**src/rtl/matmul_fetch_scheduler.sv**
```systemverilog
// Fetch scheduler: walks every (A row, B col) pair, issues loader reads under FIFO credits and
// streams the returned pairs to the dot-product array. Optional tag check: FETCH_TAG_CHECK_EN.
module matmul_fetch_scheduler #(
   parameter int MAX_ELEMENT_SIZE = 8,
   parameter int MAX_SIZE_A       = 32,
   parameter int MAX_SIZE_B       = 32,
   parameter int READ_LATENCY     = 3,
   parameter int FIFO_DEPTH       = 4
) (
   input  logic                                   inter_refclk,
   input  logic                                   rst,
   input  logic                                   start,
   input  logic [$clog2(MAX_SIZE_A):0]            dim_a,
   input  logic [$clog2(MAX_SIZE_B):0]            dim_b,
   output logic [$clog2(MAX_SIZE_A)-1:0]          requested_a_row,
   output logic [$clog2(MAX_SIZE_B)-1:0]          requested_b_col,
   input  logic [MAX_SIZE_A*MAX_ELEMENT_SIZE-1:0] a_row_in,
   input  logic [MAX_SIZE_A*MAX_ELEMENT_SIZE-1:0] b_col_in,
   input  logic [$clog2(MAX_SIZE_A)-1:0]          a_addr_in,
   input  logic [$clog2(MAX_SIZE_B)-1:0]          b_addr_in,
   output logic                                   out_valid,
   input  logic                                   out_ready,
   output logic [$clog2(MAX_SIZE_A)-1:0]          out_row_idx,
   output logic [$clog2(MAX_SIZE_B)-1:0]          out_col_idx,
   output logic [MAX_SIZE_A*MAX_ELEMENT_SIZE-1:0] out_a_row,
   output logic [MAX_SIZE_A*MAX_ELEMENT_SIZE-1:0] out_b_col,
   output logic                                   busy,
   output logic                                   done,
   output logic                                   tag_error
);

   localparam int AW   = $clog2(MAX_SIZE_A);
   localparam int BW   = $clog2(MAX_SIZE_B);
   localparam int DW   = MAX_SIZE_A * MAX_ELEMENT_SIZE;
   localparam int PW   = (FIFO_DEPTH > 1) ? $clog2(FIFO_DEPTH) : 1;
   localparam int CW   = $clog2(FIFO_DEPTH + 1);
   localparam int TAIL = READ_LATENCY - 1;
   localparam logic [CW:0] CREDITS = (CW+1)'(FIFO_DEPTH);

   if (FIFO_DEPTH < READ_LATENCY + 1) begin : g_depth_check
      $error("FIFO_DEPTH must be >= READ_LATENCY+1");
   end

   typedef enum logic [1:0] {S_IDLE, S_ISSUE, S_DRAIN, S_DONE} state_t;

   state_t            state_q, state_d;
   logic [AW-1:0]     row_q, row_d;
   logic [BW-1:0]     col_q, col_d;
   logic [AW:0]       dim_a_q, dim_a_d, last_row;
   logic [BW:0]       dim_b_q, dim_b_d, last_col;
   logic [READ_LATENCY-1:0] sr_valid_q, sr_valid_d;
   logic [AW-1:0]     sr_row_q [READ_LATENCY];
   logic [AW-1:0]     sr_row_d [READ_LATENCY];
   logic [BW-1:0]     sr_col_q [READ_LATENCY];
   logic [BW-1:0]     sr_col_d [READ_LATENCY];
   logic [PW-1:0]     wr_ptr_q, wr_ptr_d, rd_ptr_q, rd_ptr_d;
   logic [CW-1:0]     count_q, count_d, inflight;
   logic [CW:0]       credits_used;
   logic              tag_error_q, tag_error_d;
   logic              fire, push, pop;

   logic [AW-1:0]     fifo_row_mem [FIFO_DEPTH];
   logic [BW-1:0]     fifo_col_mem [FIFO_DEPTH];
   logic [DW-1:0]     fifo_a_mem   [FIFO_DEPTH];
   logic [DW-1:0]     fifo_b_mem   [FIFO_DEPTH];

   function automatic logic [PW-1:0] ptr_inc(input logic [PW-1:0] p);
      return (p == PW'(FIFO_DEPTH - 1)) ? '0 : p + PW'(1);
   endfunction

   // A read holds its credit from issue until its entry is popped; a same-cycle pop does not count.
   always_comb begin
      inflight = '0;
      for (int i = 0; i < READ_LATENCY; i++) inflight = inflight + CW'(sr_valid_q[i]);
      credits_used = {1'b0, inflight} + {1'b0, count_q};
      fire         = (state_q == S_ISSUE) && (credits_used < CREDITS);
      last_row     = dim_a_q - (AW+1)'(1);
      last_col     = dim_b_q - (BW+1)'(1);
   end

   // NOTE: every always_comb output gets a default first so no path leaves it unassigned (no latch).
   always_comb begin
      state_d = state_q;
      row_d   = row_q;
      col_d   = col_q;
      dim_a_d = dim_a_q;
      dim_b_d = dim_b_q;
      case (state_q)
         S_IDLE: if (start) begin
            dim_a_d = dim_a;
            dim_b_d = dim_b;
            row_d   = '0;
            col_d   = '0;
            state_d = ((dim_a == '0) || (dim_b == '0)) ? S_DONE : S_ISSUE;
         end
         S_ISSUE: if (fire) begin
            if ({1'b0, col_q} == last_col) begin
               col_d = '0;
               if ({1'b0, row_q} == last_row) state_d = S_DRAIN;
               else                           row_d   = row_q + AW'(1);
            end else begin
               col_d = col_q + BW'(1);
            end
         end
         S_DRAIN: if ((inflight == '0) && (count_q == '0)) state_d = S_DONE;
         default: state_d = S_IDLE;
      endcase
   end

   always_comb begin
      sr_valid_d    = '0;
      sr_valid_d[0] = fire;
      sr_row_d[0]   = row_q;
      sr_col_d[0]   = col_q;
      for (int i = 1; i < READ_LATENCY; i++) begin
         sr_valid_d[i] = sr_valid_q[i-1];
         sr_row_d[i]   = sr_row_q[i-1];
         sr_col_d[i]   = sr_col_q[i-1];
      end
      push     = sr_valid_q[TAIL];
      pop      = out_valid && out_ready;
      wr_ptr_d = push ? ptr_inc(wr_ptr_q) : wr_ptr_q;
      rd_ptr_d = pop  ? ptr_inc(rd_ptr_q) : rd_ptr_q;
      count_d  = count_q;
      if (push && !pop)      count_d = count_q + CW'(1);
      else if (!push && pop) count_d = count_q - CW'(1);
   end

`ifdef FETCH_TAG_CHECK_EN
   assign tag_error_d = tag_error_q |
                        (push & ((a_addr_in != sr_row_q[TAIL]) | (b_addr_in != sr_col_q[TAIL])));
`else
   logic unused_tags;
   assign unused_tags = ^{a_addr_in, b_addr_in};
   assign tag_error_d = 1'b0;
`endif

   // NOTE: sequential state uses non-blocking assignments only, so every flop samples pre-edge values.
   always_ff @(posedge inter_refclk or posedge rst) begin
      if (rst) begin
         state_q     <= S_IDLE;
         row_q       <= '0;
         col_q       <= '0;
         dim_a_q     <= '0;
         dim_b_q     <= '0;
         sr_valid_q  <= '0;
         sr_row_q    <= '{default: '0};
         sr_col_q    <= '{default: '0};
         wr_ptr_q    <= '0;
         rd_ptr_q    <= '0;
         count_q     <= '0;
         tag_error_q <= 1'b0;
      end else begin
         state_q     <= state_d;
         row_q       <= row_d;
         col_q       <= col_d;
         dim_a_q     <= dim_a_d;
         dim_b_q     <= dim_b_d;
         sr_valid_q  <= sr_valid_d;
         sr_row_q    <= sr_row_d;
         sr_col_q    <= sr_col_d;
         wr_ptr_q    <= wr_ptr_d;
         rd_ptr_q    <= rd_ptr_d;
         count_q     <= count_d;
         tag_error_q <= tag_error_d;
      end
   end

   // NOTE: FIFO storage has no reset; count_q qualifies every read, so stale contents are never seen.
   always_ff @(posedge inter_refclk) begin
      if (push) begin
         fifo_row_mem[wr_ptr_q] <= sr_row_q[TAIL];
         fifo_col_mem[wr_ptr_q] <= sr_col_q[TAIL];
         fifo_a_mem[wr_ptr_q]   <= a_row_in;
         fifo_b_mem[wr_ptr_q]   <= b_col_in;
      end
   end

   a_no_overflow: assert property (@(posedge inter_refclk) disable iff (rst)
                                   !(push && (count_q == CW'(FIFO_DEPTH))));

   assign requested_a_row = row_q;
   assign requested_b_col = col_q;
   assign out_valid       = (count_q != '0);
   assign out_row_idx     = out_valid ? fifo_row_mem[rd_ptr_q] : '0;
   assign out_col_idx     = out_valid ? fifo_col_mem[rd_ptr_q] : '0;
   assign out_a_row       = out_valid ? fifo_a_mem[rd_ptr_q]   : '0;
   assign out_b_col       = out_valid ? fifo_b_mem[rd_ptr_q]   : '0;
   assign busy            = (state_q != S_IDLE);
   assign done            = (state_q == S_DONE);
   assign tag_error       = tag_error_q;

endmodule

```
**config.mk**
```make
export PLATFORM = sky130hd
export DESIGN_NAME = matmul_fetch_scheduler
export DESIGN_NICKNAME = d
export VERILOG_FILES = /design/src/rtl/matmul_fetch_scheduler.sv
export SDC_FILE = /design/constraint.sdc
export NUM_CORES = 2
export LEC_CHECK = 0
export CORE_AREA = 2 2 419 421
export DETAILED_ROUTE_END_ITERATION = 7
export DIE_AREA = 0 0 421 423
export GPL_ROUTABILITY_DRIVEN = 0
export PLACE_DENSITY = 0.72
export SLEW_MARGIN = 40
export SYNTH_ARGS = -nofsm -noshare
export SYNTH_HDL_FRONTEND = slang
export SYNTH_SLANG_ARGS = --single-unit
```
**constraint.sdc**
```tcl
create_clock -name inter_refclk -period 12.7 [get_ports inter_refclk]
set_clock_uncertainty 0.15 [all_clocks]
set_input_delay 2.54 -clock inter_refclk [delete_from_list [all_inputs] [get_ports inter_refclk]]
set_output_delay 2.54 -clock inter_refclk [all_outputs]
set_load 0.005 [all_outputs]
```
==> out/metrics.cfg <==
[drt]
wl_met3_um=14700
vias_per_cell=5.43
routedWlPerCell_um=26.3
wl_met1_um=68900
met2_length_um=96700
drtIter0Drc=2983
ant_nets=0
drc=0
highest_layer=met5
vias=39400
drt_wl_total_um=191000
dr.pass1.iters=5

[worst_setup_path]
rr_endpoint=fifo_a_mem[2][51]$_DFFE_PP_
crit_slowest_cell=dfrtp_4
crit_path_end_kind=primary output
worst-path-max-fanout=52
cp-start-kind=flip-flop
ff2ff_setup_slack_ns=8.98
crit_required_ns=10.01
critical_path_arrival_ns=4.59
crit_chain=buf_12 > buf_16 > buf_6 > mux4_2 > and2_1 > clkdlybuf4s50_1
critical_path_class=reg -> out
slowest_delay_ns=0.87
worstRegToRegCells=6
r2r_start=wr_ptr_q[0]$_DFFE_PP0P_

[clock_network]
path_clk_slew_ns=0.06
ctsResizeCount=0
h-tree-depth=4
post-cts-setup-buffer-count=0
cts_hold_buf=0
root_buffer=clkbuf_16
cts_buffers=211
clock_latency_ns=0.83
clockBufferDepth=3
clkSinkCount=2152
cts_tree=built

[die]
coreArea_sq_mm=0.173
die_area_sq_mm=0.178
std_cell_rows=153
die_w_um=421
die_y_um=423
initial_core_util_pct=47.0
ioPinCount=1074

[power]
power_w=0.0234
switching_share_pct=28.2
clockPowerShare_pct=26.3
internal_power_w=0.0168
power.density_mw_per_mm2=229
p_seq_share_pct=38.4
power_switching_w=0.00660
max-vdd-ir-drop_mv=0.155
p_leak_nw=32.7
pwr-share-comb_pct=35.4

[yosys]
synth_top_area_share_pct=77.0
synth_top_area_cell=edfxtp_1
yosys_warnings=0
synth_area_leaders=edfxtp_1 (77%), mux4_2 (14%), and2_1 (4.1%)
synth.net_count=4119
synth_ff_type=edfxtp_1
synth_edf_count=2088
syn_area_sq_mm=0.0814
async_reset_ff_share_pct=2.97
yosysSeqAreaShare_pct=79.0
synth_common_cells=edfxtp_1 (2,088), and2_1 (527), mux4_2 (522), clkbuf_1 (102), dfrtp_1 (64)
syn_inst=3564
yosysMostFrequentCell=edfxtp_1
syn_avg_cell_area_sq_um=22.8
synth.distinct_cells=52
ys_seq_elements=2152

[timing]
slew_headroom_pct=45.0
whs_ns=0.197
timing.fmax_ghz=0.137
rsz0062_at_grt=false
hold_viol_final=0
worst_slew_pin_slew_ns=0.825
setup_viol=0
slew_viol_final=0
layout_min_cycle_time_ns=7.28
fin_crit_sh_pct=57.3

[grt]
antenna_found_initial=66
grt_start_max_net_pins=108
grt_overflow_total=0
grt_pass1_vias=41100
grt_first_pass_wirelength_um=276000
track_usage_pct=21.1

[placed_design]
hpwl_um=121000
io_buffers=1062

[outcome]
status=complete, no violations

[finish]
drive_above_1_share_pct=18.5
area_delta_synth_final_pct=25.4
fin_nets=5272
nFillCells=12300

[job]
max_cap_viol_count=0

[worst_hold_path]
holdPathStages=0
min_path_type=reg -> reg
min_to=sr_col_d[1]$_DFF_PP0_
hold_start=sr_col_d[6]$_DFF_PP0_

## flip-flops by register name, summed over array words and instances, names as in the netlist
register and cells:
fifo_row_mem 20, count_q 3, sr_valid_q 3, wr_ptr_q 2, requested_b_col 5, dim_a_q 6
sr_col_q 5, fifo_col_mem 20, rd_ptr_q 2, requested_a_row 5, fifo_a_mem 1024, sr_row_d 10
sr_col_d 10, fifo_b_mem 1024, sr_row_q 5, dim_b_q 6, state_q 2
## power groups by stage
stage / registers (W) / clock network (W) / logic [W]
floorplan: 0.00929 / 0 / 0.00404
global placement: 0.00912 / 0 / 0.00822
detailed placement: 0.00913 / 0 / 0.00835
CTS: 0.00899 / 0.00627 / 0.00841
global route: 0.00904 / 0.00655 / 0.00876
finish: 0.00897 / 0.00615 / 0.00827
## worst max path at each step
| stage | startpoint | endpoint | slack, ns |
|---|---|---|---|
| after CTS | rd_ptr_q[0]$_DFFE_PP0P_ | out_a_row[153] | 5.20 |
| after detailed placement | rd_ptr_q[0]$_DFFE_PP0P_ | out_a_row[153] | 6.16 |
| after global routing | rd_ptr_q[0]$_DFFE_PP0P_ | out_a_row[153] | 5.02 |
| after global placement | count_q[0]$_DFFE_PP0P_ | out_a_row[25] | 5.82 |
| after floorplan | wr_ptr_q[0]$_DFFE_PP0P_ | fifo_a_mem[3][0]$_DFFE_PP_ | -0.64 |
| final | rd_ptr_q[0]$_DFFE_PP0P_ | out_a_row[153] | 5.42 |
## per-layer routing
layer / global-route usage, % / vias up
met3: 6.58 / 409
met4: 11.6 / 48
met2: 35.1 / 1372
met5: 0 / -
met1: 24.5 / 20600
li1: - / 17000
## worst max-delay path, delay by kind of cell, from the launching register on
family,cells,cell delay (ns)
buf+inv,4,1.84
flops,1,0.87
mux,1,0.62
simple gates,1,0.19
## cell families after synthesis
kind of cell	synth area share, %
muxes	14.7
and+or+nand+nor	4.49
DFF	79.0
other	0.00461
xor gates and xnor gates	0.172
buffers and inverters	1.09
AOI/OAI and AO/OA	0.307
adders and majority gates	0.280
## final cells by class
class                           count  area [sq um]  area share (%)
Antenna cell                       39          97.6          0.0956
Tap cell                         2325          2910            2.85
Clock buffer                      266          5560            5.44
Timing Repair Buffer             1131         11600            11.4
Multi-Input combinational cell   1202         16200            15.9
Clock inverter                    119          1310            1.28
Sequential cell                  2152         64300            63.0
Inverter                           19          71.3          0.0698
## stage by stage
stage | cell area [sq um] | worst slack, ns | utilization [%] | setup TNS [ns] | std cells
3_5_place_dp | 95100 | 6.16 | 54.9 | 0 | 6826
3_3_place_gp | 94700 | 5.82 | 54.6 | 0 | 6811
2_1_floorplan | 81400 | -0.638 | - | -333.05 | 3564
6_report | 102000 | 5.42 | 58.9 | 0 | 7253
5_1_grt | 102000 | 5.02 | 58.9 | 0 | 7248
4_1_cts | 102000 | 5.20 | 58.8 | 0 | 7211
## layout by cell type, fill, tap and decap left out, types with 21 or more instances in the layout
cell and instances:
edfxtp_1 2088, clkdlybuf4s50_1 1062, and2_1 523, mux4_2 522, clkbuf_16 212, dfrtp_1 62, clkbuf_1 49, clkinv_1 48
diode_2 39, clkinv_2 26, bufinv_16 22, buf_4 21
(Power assumes the default switching activity.)
